## src/rtl/pkt_head_buffer_if.sv

```systemverilog
// -----------------------------------------------------------------------------
// pkt_head_buffer_if
//
// Stream-in / header-vector-out bundle for pkt_head_buffer.
//   i_data_valid, i_data, i_sop, i_eop, i_empty : packet beat stream (upstream)
//   o_data_ready                                : beat accept strobe (buffer)
//   o_phv_valid, o_phv, o_phv_len               : packed header vector (buffer)
//   i_phv_ready                                 : parser takes the vector
//
// Modports:
//   master : the side that sources beats and consumes the vector (upstream/parser)
//   slave  : the header buffer itself
// -----------------------------------------------------------------------------
interface pkt_head_buffer_if #(
    parameter int PHV_WIDTH  = 1024,
    parameter int DATA_WIDTH = 128
);
    localparam int EMPTY_WIDTH = $clog2(DATA_WIDTH / 8);
    localparam int LEN_WIDTH   = $clog2(PHV_WIDTH / 8) + 1;

    logic                   i_data_valid;
    logic [DATA_WIDTH-1:0]  i_data;
    logic                   i_sop;
    logic                   i_eop;
    logic [EMPTY_WIDTH-1:0] i_empty;
    logic                   o_data_ready;
    logic                   o_phv_valid;
    logic [PHV_WIDTH-1:0]   o_phv;
    logic [LEN_WIDTH-1:0]   o_phv_len;
    logic                   i_phv_ready;

    modport master (
        output i_data_valid, i_data, i_sop, i_eop, i_empty, i_phv_ready,
        input  o_data_ready, o_phv_valid, o_phv, o_phv_len
    );

    modport slave (
        input  i_data_valid, i_data, i_sop, i_eop, i_empty, i_phv_ready,
        output o_data_ready, o_phv_valid, o_phv, o_phv_len
    );
endinterface

```

## src/rtl/pkt_head_buffer.sv

```systemverilog
// -----------------------------------------------------------------------------
// pkt_head_buffer
//
// Packs the leading PHV_WIDTH bits of a packet, arriving as DATA_WIDTH-bit
// beats, into a big-endian header vector: packet byte 0 lands in the MSB byte
// of o_phv, so an extractor at offset k reads packet byte k. Bytes past
// PHV_WIDTH are accepted and dropped. The vector and its byte count are held
// stable from the handoff until the next sop beat is accepted.
//
// Ports:
//   i_clk, i_rst_n : clock, asynchronous active-low reset
//   bus (slave)    : beat stream in, header vector out (see pkt_head_buffer_if)
//   o_err          : one-cycle pulse on a protocol error  (PKT_HEAD_BUF_ERR_EN)
//   o_err_cnt      : 16-bit saturating error count        (PKT_HEAD_BUF_ERR_EN)
//
// Build option:
//   PKT_HEAD_BUF_ERR_EN : adds o_err / o_err_cnt. Errors are a non-sop beat
//                         accepted in IDLE and a sop beat that aborts a packet
//                         in FILL or DRAIN. The datapath is identical either way.
// -----------------------------------------------------------------------------
module pkt_head_buffer #(
    parameter int PHV_WIDTH  = 1024,
    parameter int DATA_WIDTH = 128
) (
    input  logic            i_clk,
    input  logic            i_rst_n,
`ifdef PKT_HEAD_BUF_ERR_EN
    output logic            o_err,
    output logic [15:0]     o_err_cnt,
`endif
    pkt_head_buffer_if.slave bus
);
    localparam int BEATS       = PHV_WIDTH / DATA_WIDTH;
    localparam int BEAT_BYTES  = DATA_WIDTH / 8;
    localparam int EMPTY_WIDTH = $clog2(DATA_WIDTH / 8);
    localparam int LEN_WIDTH   = $clog2(PHV_WIDTH / 8) + 1;
    localparam int CNT_WIDTH   = $clog2(BEATS + 1);

    typedef enum logic [1:0] {IDLE, FILL, DRAIN, HOLD} state_t;

    state_t                 state_q, state_d;
    logic [PHV_WIDTH-1:0]   phv_q, phv_d;
    logic [LEN_WIDTH-1:0]   len_q, len_d;
    logic [CNT_WIDTH-1:0]   cnt_q, cnt_d;
    logic                   ready_q, ready_d;
    logic                   valid_q, valid_d;

    logic                   accept;
    logic                   start;      // beat opens a new packet at slot 0
    logic                   write;      // beat continues the packet at slot cnt_q
    logic [CNT_WIDTH-1:0]   wr_slot;
    logic [LEN_WIDTH-1:0]   beat_bytes;

    assign accept = bus.i_data_valid & ready_q;

    // i_empty only trims the eop beat; the raw bytes are still stored.
    assign beat_bytes = LEN_WIDTH'(BEAT_BYTES)
                      - (bus.i_eop ? LEN_WIDTH'(bus.i_empty) : '0);

    // NOTE: every signal written here gets a default first, so no path
    // through the block leaves it unassigned and no latch is inferred.
    always_comb begin
        state_d = state_q;
        phv_d   = phv_q;
        len_d   = len_q;
        cnt_d   = cnt_q;
        start   = 1'b0;
        write   = 1'b0;
        wr_slot = '0;

        unique case (state_q)
            IDLE: begin
                // Non-sop beats here belong to no packet and are dropped.
                if (accept && bus.i_sop) start = 1'b1;
            end
            FILL: begin
                if (accept) begin
                    if (bus.i_sop) begin
                        start = 1'b1;
                    end else begin
                        write = 1'b1;
                        if (bus.i_eop)                             state_d = HOLD;
                        else if (cnt_q == CNT_WIDTH'(BEATS - 1))   state_d = DRAIN;
                    end
                end
            end
            DRAIN: begin
                if (accept) begin
                    if (bus.i_sop)      start   = 1'b1;
                    else if (bus.i_eop) state_d = HOLD;
                end
            end
            HOLD: begin
                // valid_q is always set in HOLD, so i_phv_ready alone completes
                // the handoff.
                if (bus.i_phv_ready) state_d = IDLE;
            end
            default: state_d = IDLE;
        endcase

        if (start) begin
            phv_d   = '0;
            state_d = bus.i_eop ? HOLD : ((BEATS == 1) ? DRAIN : FILL);
        end

        if (start || write) begin
            wr_slot = start ? '0 : cnt_q;
            // Slot s occupies bits PHV_WIDTH-1-s*DATA_WIDTH downward, which
            // keeps the earliest packet byte in the MSB byte of the vector.
            for (int s = 0; s < BEATS; s++) begin
                if (wr_slot == CNT_WIDTH'(s)) begin
                    phv_d[PHV_WIDTH-1-s*DATA_WIDTH -: DATA_WIDTH] = bus.i_data;
                end
            end
            cnt_d = wr_slot + CNT_WIDTH'(1);
            len_d = (start ? '0 : len_q) + beat_bytes;
        end
    end

    // Handshake outputs are registered copies of the next-state decode, so
    // they change on the clock edge together with the state itself.
    assign ready_d = (state_d != HOLD);
    assign valid_d = (state_d == HOLD);

    // NOTE: state is updated with non-blocking assignments only, so every
    // flop samples the pre-edge value of every other flop.
    // NOTE: the header buffer is reset along with the control flops because
    // o_phv must read zero out of reset and across a mid-packet reset.
    always_ff @(posedge i_clk or negedge i_rst_n) begin
        if (!i_rst_n) begin
            state_q <= IDLE;
            phv_q   <= '0;
            len_q   <= '0;
            cnt_q   <= '0;
            ready_q <= 1'b0;
            valid_q <= 1'b0;
        end else begin
            state_q <= state_d;
            phv_q   <= phv_d;
            len_q   <= len_d;
            cnt_q   <= cnt_d;
            ready_q <= ready_d;
            valid_q <= valid_d;
        end
    end

    assign bus.o_data_ready = ready_q;
    assign bus.o_phv_valid  = valid_q;
    assign bus.o_phv        = phv_q;
    assign bus.o_phv_len    = len_q;

`ifdef PKT_HEAD_BUF_ERR_EN
    logic        err_d, err_q;
    logic [15:0] err_cnt_q, err_cnt_d;

    // A sop beat while a packet is open aborts it; a non-sop beat with no
    // packet open is orphaned. Both are accepted and reported here.
    assign err_d = accept & ((state_q == IDLE) ? ~bus.i_sop
                          : (((state_q == FILL) || (state_q == DRAIN)) & bus.i_sop));

    assign err_cnt_d = (err_d && (err_cnt_q != 16'hFFFF)) ? err_cnt_q + 16'd1 : err_cnt_q;

    always_ff @(posedge i_clk or negedge i_rst_n) begin
        if (!i_rst_n) begin
            err_q     <= 1'b0;
            err_cnt_q <= '0;
        end else begin
            err_q     <= err_d;
            err_cnt_q <= err_cnt_d;
        end
    end

    assign o_err     = err_q;
    assign o_err_cnt = err_cnt_q;
`endif

endmodule

```

## src/flat_wrapper.sv

```systemverilog
// flat-port wrapper written by rule: the top's interface ports become plain ports
module pkt_head_buffer_flat 
#(
    parameter int PHV_WIDTH  = 1024,
    parameter int DATA_WIDTH = 128
)
  (i_clk, i_rst_n, bus_i_data_valid, bus_i_data, bus_i_sop, bus_i_eop, bus_i_empty, bus_i_phv_ready, bus_o_data_ready, bus_o_phv_valid, bus_o_phv, bus_o_phv_len);
  pkt_head_buffer_if #(.PHV_WIDTH(PHV_WIDTH), .DATA_WIDTH(DATA_WIDTH)) bus_i ();
  input  logic i_clk;
  input  logic i_rst_n;
  input wire logic [$bits(bus_i.i_data_valid)-1:0] bus_i_data_valid;
  input wire logic [$bits(bus_i.i_data)-1:0] bus_i_data;
  input wire logic [$bits(bus_i.i_sop)-1:0] bus_i_sop;
  input wire logic [$bits(bus_i.i_eop)-1:0] bus_i_eop;
  input wire logic [$bits(bus_i.i_empty)-1:0] bus_i_empty;
  input wire logic [$bits(bus_i.i_phv_ready)-1:0] bus_i_phv_ready;
  output wire logic [$bits(bus_i.o_data_ready)-1:0] bus_o_data_ready;
  output wire logic [$bits(bus_i.o_phv_valid)-1:0] bus_o_phv_valid;
  output wire logic [$bits(bus_i.o_phv)-1:0] bus_o_phv;
  output wire logic [$bits(bus_i.o_phv_len)-1:0] bus_o_phv_len;
  assign bus_i.i_data_valid = bus_i_data_valid;
  assign bus_i.i_data = bus_i_data;
  assign bus_i.i_sop = bus_i_sop;
  assign bus_i.i_eop = bus_i_eop;
  assign bus_i.i_empty = bus_i_empty;
  assign bus_i.i_phv_ready = bus_i_phv_ready;
  assign bus_o_data_ready = bus_i.o_data_ready;
  assign bus_o_phv_valid = bus_i.o_phv_valid;
  assign bus_o_phv = bus_i.o_phv;
  assign bus_o_phv_len = bus_i.o_phv_len;
  pkt_head_buffer #(.PHV_WIDTH(PHV_WIDTH), .DATA_WIDTH(DATA_WIDTH)) u_core (.i_clk(i_clk), .i_rst_n(i_rst_n), .bus(bus_i));
endmodule
```

## config.mk

```make
export PLATFORM = sky130hd
export DESIGN_NAME = pkt_head_buffer_flat
export DESIGN_NICKNAME = d
export VERILOG_FILES = /design/src/rtl/pkt_head_buffer_if.sv /design/src/rtl/pkt_head_buffer.sv /design/src/flat_wrapper.sv
export SDC_FILE = /design/constraint.sdc
export NUM_CORES = 2
export LEC_CHECK = 0
export ABC_AREA = 1
export CORE_AREA = 5 5 454 456
export CTS_CLUSTER_SIZE = 20
export DETAILED_ROUTE_END_ITERATION = 7
export DIE_AREA = 0 0 459 461
export SETUP_SLACK_MARGIN = 0.2
export SKIP_LAST_GASP = 1
export SLEW_MARGIN = 10
export SYNTH_ARGS = -nofsm -noshare
export SYNTH_HDL_FRONTEND = slang
export SYNTH_SLANG_ARGS = --single-unit
export TNS_END_PERCENT = 100
```

## constraint.sdc

```tcl
create_clock -name i_clk -period 4.16 [get_ports i_clk]
set_input_delay 0.416 -clock i_clk [delete_from_list [all_inputs] [get_ports i_clk]]
set_output_delay 0.416 -clock i_clk [all_outputs]
set_load 0.1 [all_outputs]
```

Yosys cells after proc, flatten, opt, wreduce, memory -nomap -nowiden --
Cells that the tools add are included.
Word-level totals: register bits 1040, bits of input ports 138, output and inout port bits 1034
Operators by class: add/sub/neg operators 3, equality and inequality tests 13, multiplexer cells 31, bitwise gates (word level) 1, reduce and logical (&&, ||, !) cells 5
Operator list (count):
- 1024-bit two-way mux | 2
- 128-bit two-way mux | 8
- 4-bit by 3-bit equality test with 1-bit output (second input constant) | 5
- 2-bit two-way mux | 10
- 8-bit adder | 1
- 4-bit by 2-bit equality test with 1-bit output (second input constant) | 2
- 4-bit two-way mux | 2
- 8-bit two-way mux | 1
- 5-bit by 8-bit subtractor with 8-bit output (first input constant) | 1
- 2-bit equality test (second input constant) | 3
- 1-bit two-way mux | 6
- 2-bit case mux with 3 select lines | 1
- 4-bit by 1-bit adder with 4-bit output (second input constant) | 1
- 4-bit by 1-bit equality test with 1-bit output (second input constant) | 1
- 4-bit logical NOT | 1
- 2-bit by 1-bit equality test with 1-bit output (second input constant) | 1
- 2-bit logical NOT | 1
- 2-bit != test (second input constant) | 1
- 1-bit case mux with 2 select lines | 1
- 2-bit OR reduction | 1
- 1-bit AND | 1
- 1-bit logical AND | 1
- 1-bit logical OR | 1

Longest topological paths before layout --
depth in word-level cells 8, depth in mapped cells 20, depth with buffers taken out 17

Worst setup path before layout --
No wires, ideal clock.
path type flip-flop to flip-flop, start register u_core.ready_q (netlist: u_core.bus.o_data_ready), end register u_core.len_q[7] (netlist: u_core.bus.o_phv_len[7]), library setup time 123 ps, data arrival time 3223 ps, required time 4037 ps, slack 814 ps, stages on the path, launching flop included 19, clock period less this slack 3346 ps, path through dfrtp_1 -> nand2_1 -> nor2_1 -> nand2_2 -> buf_2 -> buf_2 -> buf_1 -> nand2_1 -> ha_1 -> inv_1 -> ha_1 -> inv_1 -> fa_1 -> o21ai_0 -> a21oi_1 -> nor2_1 -> nand2_1 -> nand3_1 -> nand2_1
Between the ends: cells in the longest elaborated chain, start to end 6, elaborated cells on any way between the ends 10
RTL lines:
- from (decl) | line pkt_head_buffer.sv:45 | logic ready_q, ready_d;
- from (signal assigned) | line pkt_head_buffer.sv:142 | ready_q <= ready_d;
- 1-bit AND (*) | line pkt_head_buffer.sv:54 | assign accept = bus.i_data_valid & ready_q;
- 1-bit logical AND | line pkt_head_buffer.sv:74 | if (accept && bus.i_sop) start = 1'b1;
- 1-bit two-way mux | line pkt_head_buffer.sv:74
- 1-bit case mux with 2 select lines | line pkt_head_buffer.sv:71 | unique case (state_q)
- 8-bit two-way mux | line pkt_head_buffer.sv:116 | len_d = (start ? '0 : len_q) + beat_bytes;
- 8-bit adder | line pkt_head_buffer.sv:116
- to (signal assigned) | line pkt_head_buffer.sv:140 | len_q <= len_d;
- to (decl) | line pkt_head_buffer.sv:43 | logic [LEN_WIDTH-1:0] len_q, len_d;
Mark *: on every way between the ends. The rest lies on a longest branch, timed or not. A chain may end at the register's enable or synchronous reset.

Worst setup path after layout --
start register u_core.state_q[0], end register u_core.phv_q[100] (netlist: u_core.bus.o_phv[100])
Between the ends: cells in the longest elaborated chain, start to end 7, elaborated cells on any way between the ends 12
RTL lines:
- from (decl) | line pkt_head_buffer.sv:41 | state_t state_q, state_d;
- from (signal assigned) | line pkt_head_buffer.sv:138 | state_q <= state_d;
- 2-bit by 1-bit equality test with 1-bit output or 2-bit equality test (tied branches) | line pkt_head_buffer.sv:71
- 2-bit OR reduction (no line)
- 1-bit case mux with 2 select lines | line pkt_head_buffer.sv:71
- 4-bit two-way mux | line pkt_head_buffer.sv:107 | wr_slot = start ? '0 : cnt_q;
- 4-bit by 3-bit equality test with 1-bit output | line pkt_head_buffer.sv:111 | if (wr_slot == CNT_WIDTH'(s)) begin
- 128-bit two-way mux | line pkt_head_buffer.sv:111
- 1024-bit two-way mux (*) | line pkt_head_buffer.sv:106 | if (start || write) begin
- net u_core.phv_d[100] | line pkt_head_buffer.sv:42 | logic [PHV_WIDTH-1:0] phv_q, phv_d;
- to (signal assigned) | line pkt_head_buffer.sv:139 | phv_q <= phv_d;
- to (decl) | line pkt_head_buffer.sv:42
Mark *: on every way through the listed nets, which the timed path passes. The rest lies on a longest branch.

==> results.md <==
- Syn nets: 4897
- Die Ht: 461 um
- Number of global-route vias before repair: approximately 36000
- Max Clock Skew: 0.0710 ns
- Mapped Cells: 4740
- Clock root cell: clkbuf_16
- Final setup violation count: 0
- Hold crit path type: in2async
- Critical path type: reg2reg
- RSZ-0062 raised after global routing: false
- H-tree levels: 3
- Synthesized area per cell: 8.88 um^2
- Setup crit start kind: register
- Final HPWL DP: 125000 um
- Layout cells sized above 1: 0.0552
- Drt wl/cell: roughly 21 um
- Worst Tran Pin Value: 1.19 ns
- 1st-pass router iterations: 6
- Pre-CTS WS: approximately 0.63 ns
- DIE WIDTH: 459 um
- IO buf count: 1171
- Latest clock arrival within the worst-skew pair: a little under 0.8 ns
- Initial antenna violation count: 10
- Clock transition at path regs: 0.06 ns
- Iter 0 DRT Violations: 3534
- Distinct cells, synth: 28
- Final GP Congestion: ~0.84
- Mapped Area: 42100 um^2
- CP max FO: ~170
- Fin Setup TNS: 0 ns
- Clock tree buffer depth: 3
- # IOs: 1172
- Max-cap violations: 0
- Fin. Hold Viols: 0
- Final worst slack: 0.682 ns
- Total global-route track usage: 0.163
- Status: completed
- Critical path arrival: roughly 4.2 ns
- Routed wire length: 181000 um
- Fin util: 0.299
- Slew headroom: 0.205
- First-pass GRT wire length: 257000 um
- Die area: approximately 210000 um^2
- Fin crit period: roughly 3.5 ns
- Vias per inst: between 4 and 5
- CTS Sinks: 1040
- #FFs+latches synth: roughly 1000
- CTS tree: done
- Worst EP required: 4.84 ns
- CP endpoint kind: register
- FMAX: 288 MHz
- Core ar.: 201000 um^2
- TritonCTS Buffers: 116
- Via count: 36600
- Largest net degree at the start of global routing: between 150 and 200
- Sequential cell area fraction in the yosys report: 0.618
- Tcrit/Tclk final: 0.836
- Standard-cell rows: 165
- Synthesis warning total: 0
- Area Growth Syn to Fin: 43.0%
- Post-route ant nets: 0
- Starting Density: 0.209
- Grt total ovfl: 0
- Total Nets Final: 5814
- Drt drc: 0
- Final Max Tran Viols: 0
[logic make-up (layout without fill, tap and decap cells)]
kind of cell,after synthesis,in the layout,synth area share
AOI/OAI and AO/OA,1045,1045,0.125
xor gates and xnor gates,2,2,0.000416
adders and majority gates,19,19,0.00583
buffers and inverters,630,1648,0.0676
DFF,1040,1040,0.618
other,0,5,0
and+or+nand+nor,2004,2004,0.183
[state kept, by name (all words and copies together), names as in the netlist]
name,cells
u_core.bus.o_phv_len,8
u_core.cnt_q,4
u_core.bus.o_phv,1024
u_core.bus.o_phv_valid,1
u_core.state_q,2
u_core.bus.o_data_ready,1
[per-layer routing]
layer / GRT usage / share of wire
met2: 0.255 / 0.45
met4: 0.0652 / 0.042
met1: 0.206 / 0.41
met3: 0.0563 / 0.10
met5: 0 / 0.000039
[cells in the mapped netlist (all sizes together)]
library cell | n | area [um^2]
a21oi | 6 | 30.0
a31oi | 2 | 12.5
buf | 332 | 1710
clkbuf | 137 | 528
clkinv | 1 | 3.75
dfrtp | 1040 | 26000
fa | 1 | 20.0
ha | 18 | 225
inv | 160 | 601
nand2 | 1840 | 6910
nand3 | 135 | 681
nand3b | 1 | 7.51
nand4 | 1 | 6.26
nor2 | 26 | 108
nor3 | 1 | 5.00
o21ai | 1036 | 5190
o22ai | 1 | 6.26
xor2 | 2 | 17.5
[area by class of cell]
cell class | count | area, um^2
multi-input cells | 3070 | 13300
repair buffers | 1268 | 12900
fillers | 21000 | 141000
clock inverters | 44 | 606
diodes | 5 | 12.5
well taps | 2672 | 3340
flip-flops and latches | 1040 | 26000
inverters | 161 | 604
clock buffers | 175 | 3430
[critical path, cell delays in order (launching register included)]
cell and delay [ns]:
dfrtp_1 0.41, inv_1 0.12, ha_1 0.31, nor2_1 0.12, nor2_1 0.11, nand2_8 0.15, buf_12 0.30, buf_12 0.52
buf_4 0.57, nand2_1 0.11, o21ai_0 0.22
[cell usage in the layout, fill, tap and decap left out, drive strengths merged, types with 2 or more instances in the layout]
master         synthesis  final
a21oi                  6      6
nand3                135    135
o21ai               1036   1036
buf                  332    114
nor2                  26     26
inv                  160    165
clkinvlp               0      3
clkinv                 1     28
nand2               1840   1840
clkbuf               137    175
xor2                   2      2
clkdlybuf4s50          0   1153
bufinv                 0      9
dfrtp               1040   1040
diode                  0      5
ha                    18     18
a31oi                  2      2
[timing repair]
action,CTS,global route
gates resized for setup,0,0
hold endpoints to repair,53,0
hold buffers,1,0
setup buffers,0,0
endpoints found under the setup margin,0,0
[metrics by stage]
stage          area [um^2]  hold WS (ns)  cells
6_report             60200         0.329   8435
5_1_grt              60200         0.311   8433
4_1_cts              60200         0.254   8430
3_5_place_dp         56100         0.485   8210
3_3_place_gp         56100         0.473   8210
2_1_floorplan        42100         0.120   4740
[final timing paths]
kind	start	endpoint	slack, ns	cells after the start
worst max-delay path	u_core.state_q[0]	u_core.bus.o_phv[100]	0.68	10
max in group asynchronous	i_rst_n	u_core.bus.o_phv[282]	2.52	4
worst min-delay path	i_rst_n	u_core.bus.o_phv[899]	0.33	2
worst min register to register	u_core.bus.o_phv_len[6]	u_core.bus.o_phv_len[6]	0.51	2
min in group i_clk	bus_i_data[25]	u_core.bus.o_phv[537]	0.48	4
worst max register to register	u_core.state_q[0]	u_core.bus.o_phv[100]	0.68	10
Power is left out: the tool's default activity adds up to more than one toggle a clock period on the data nets, which glitch-free logic cannot reach.
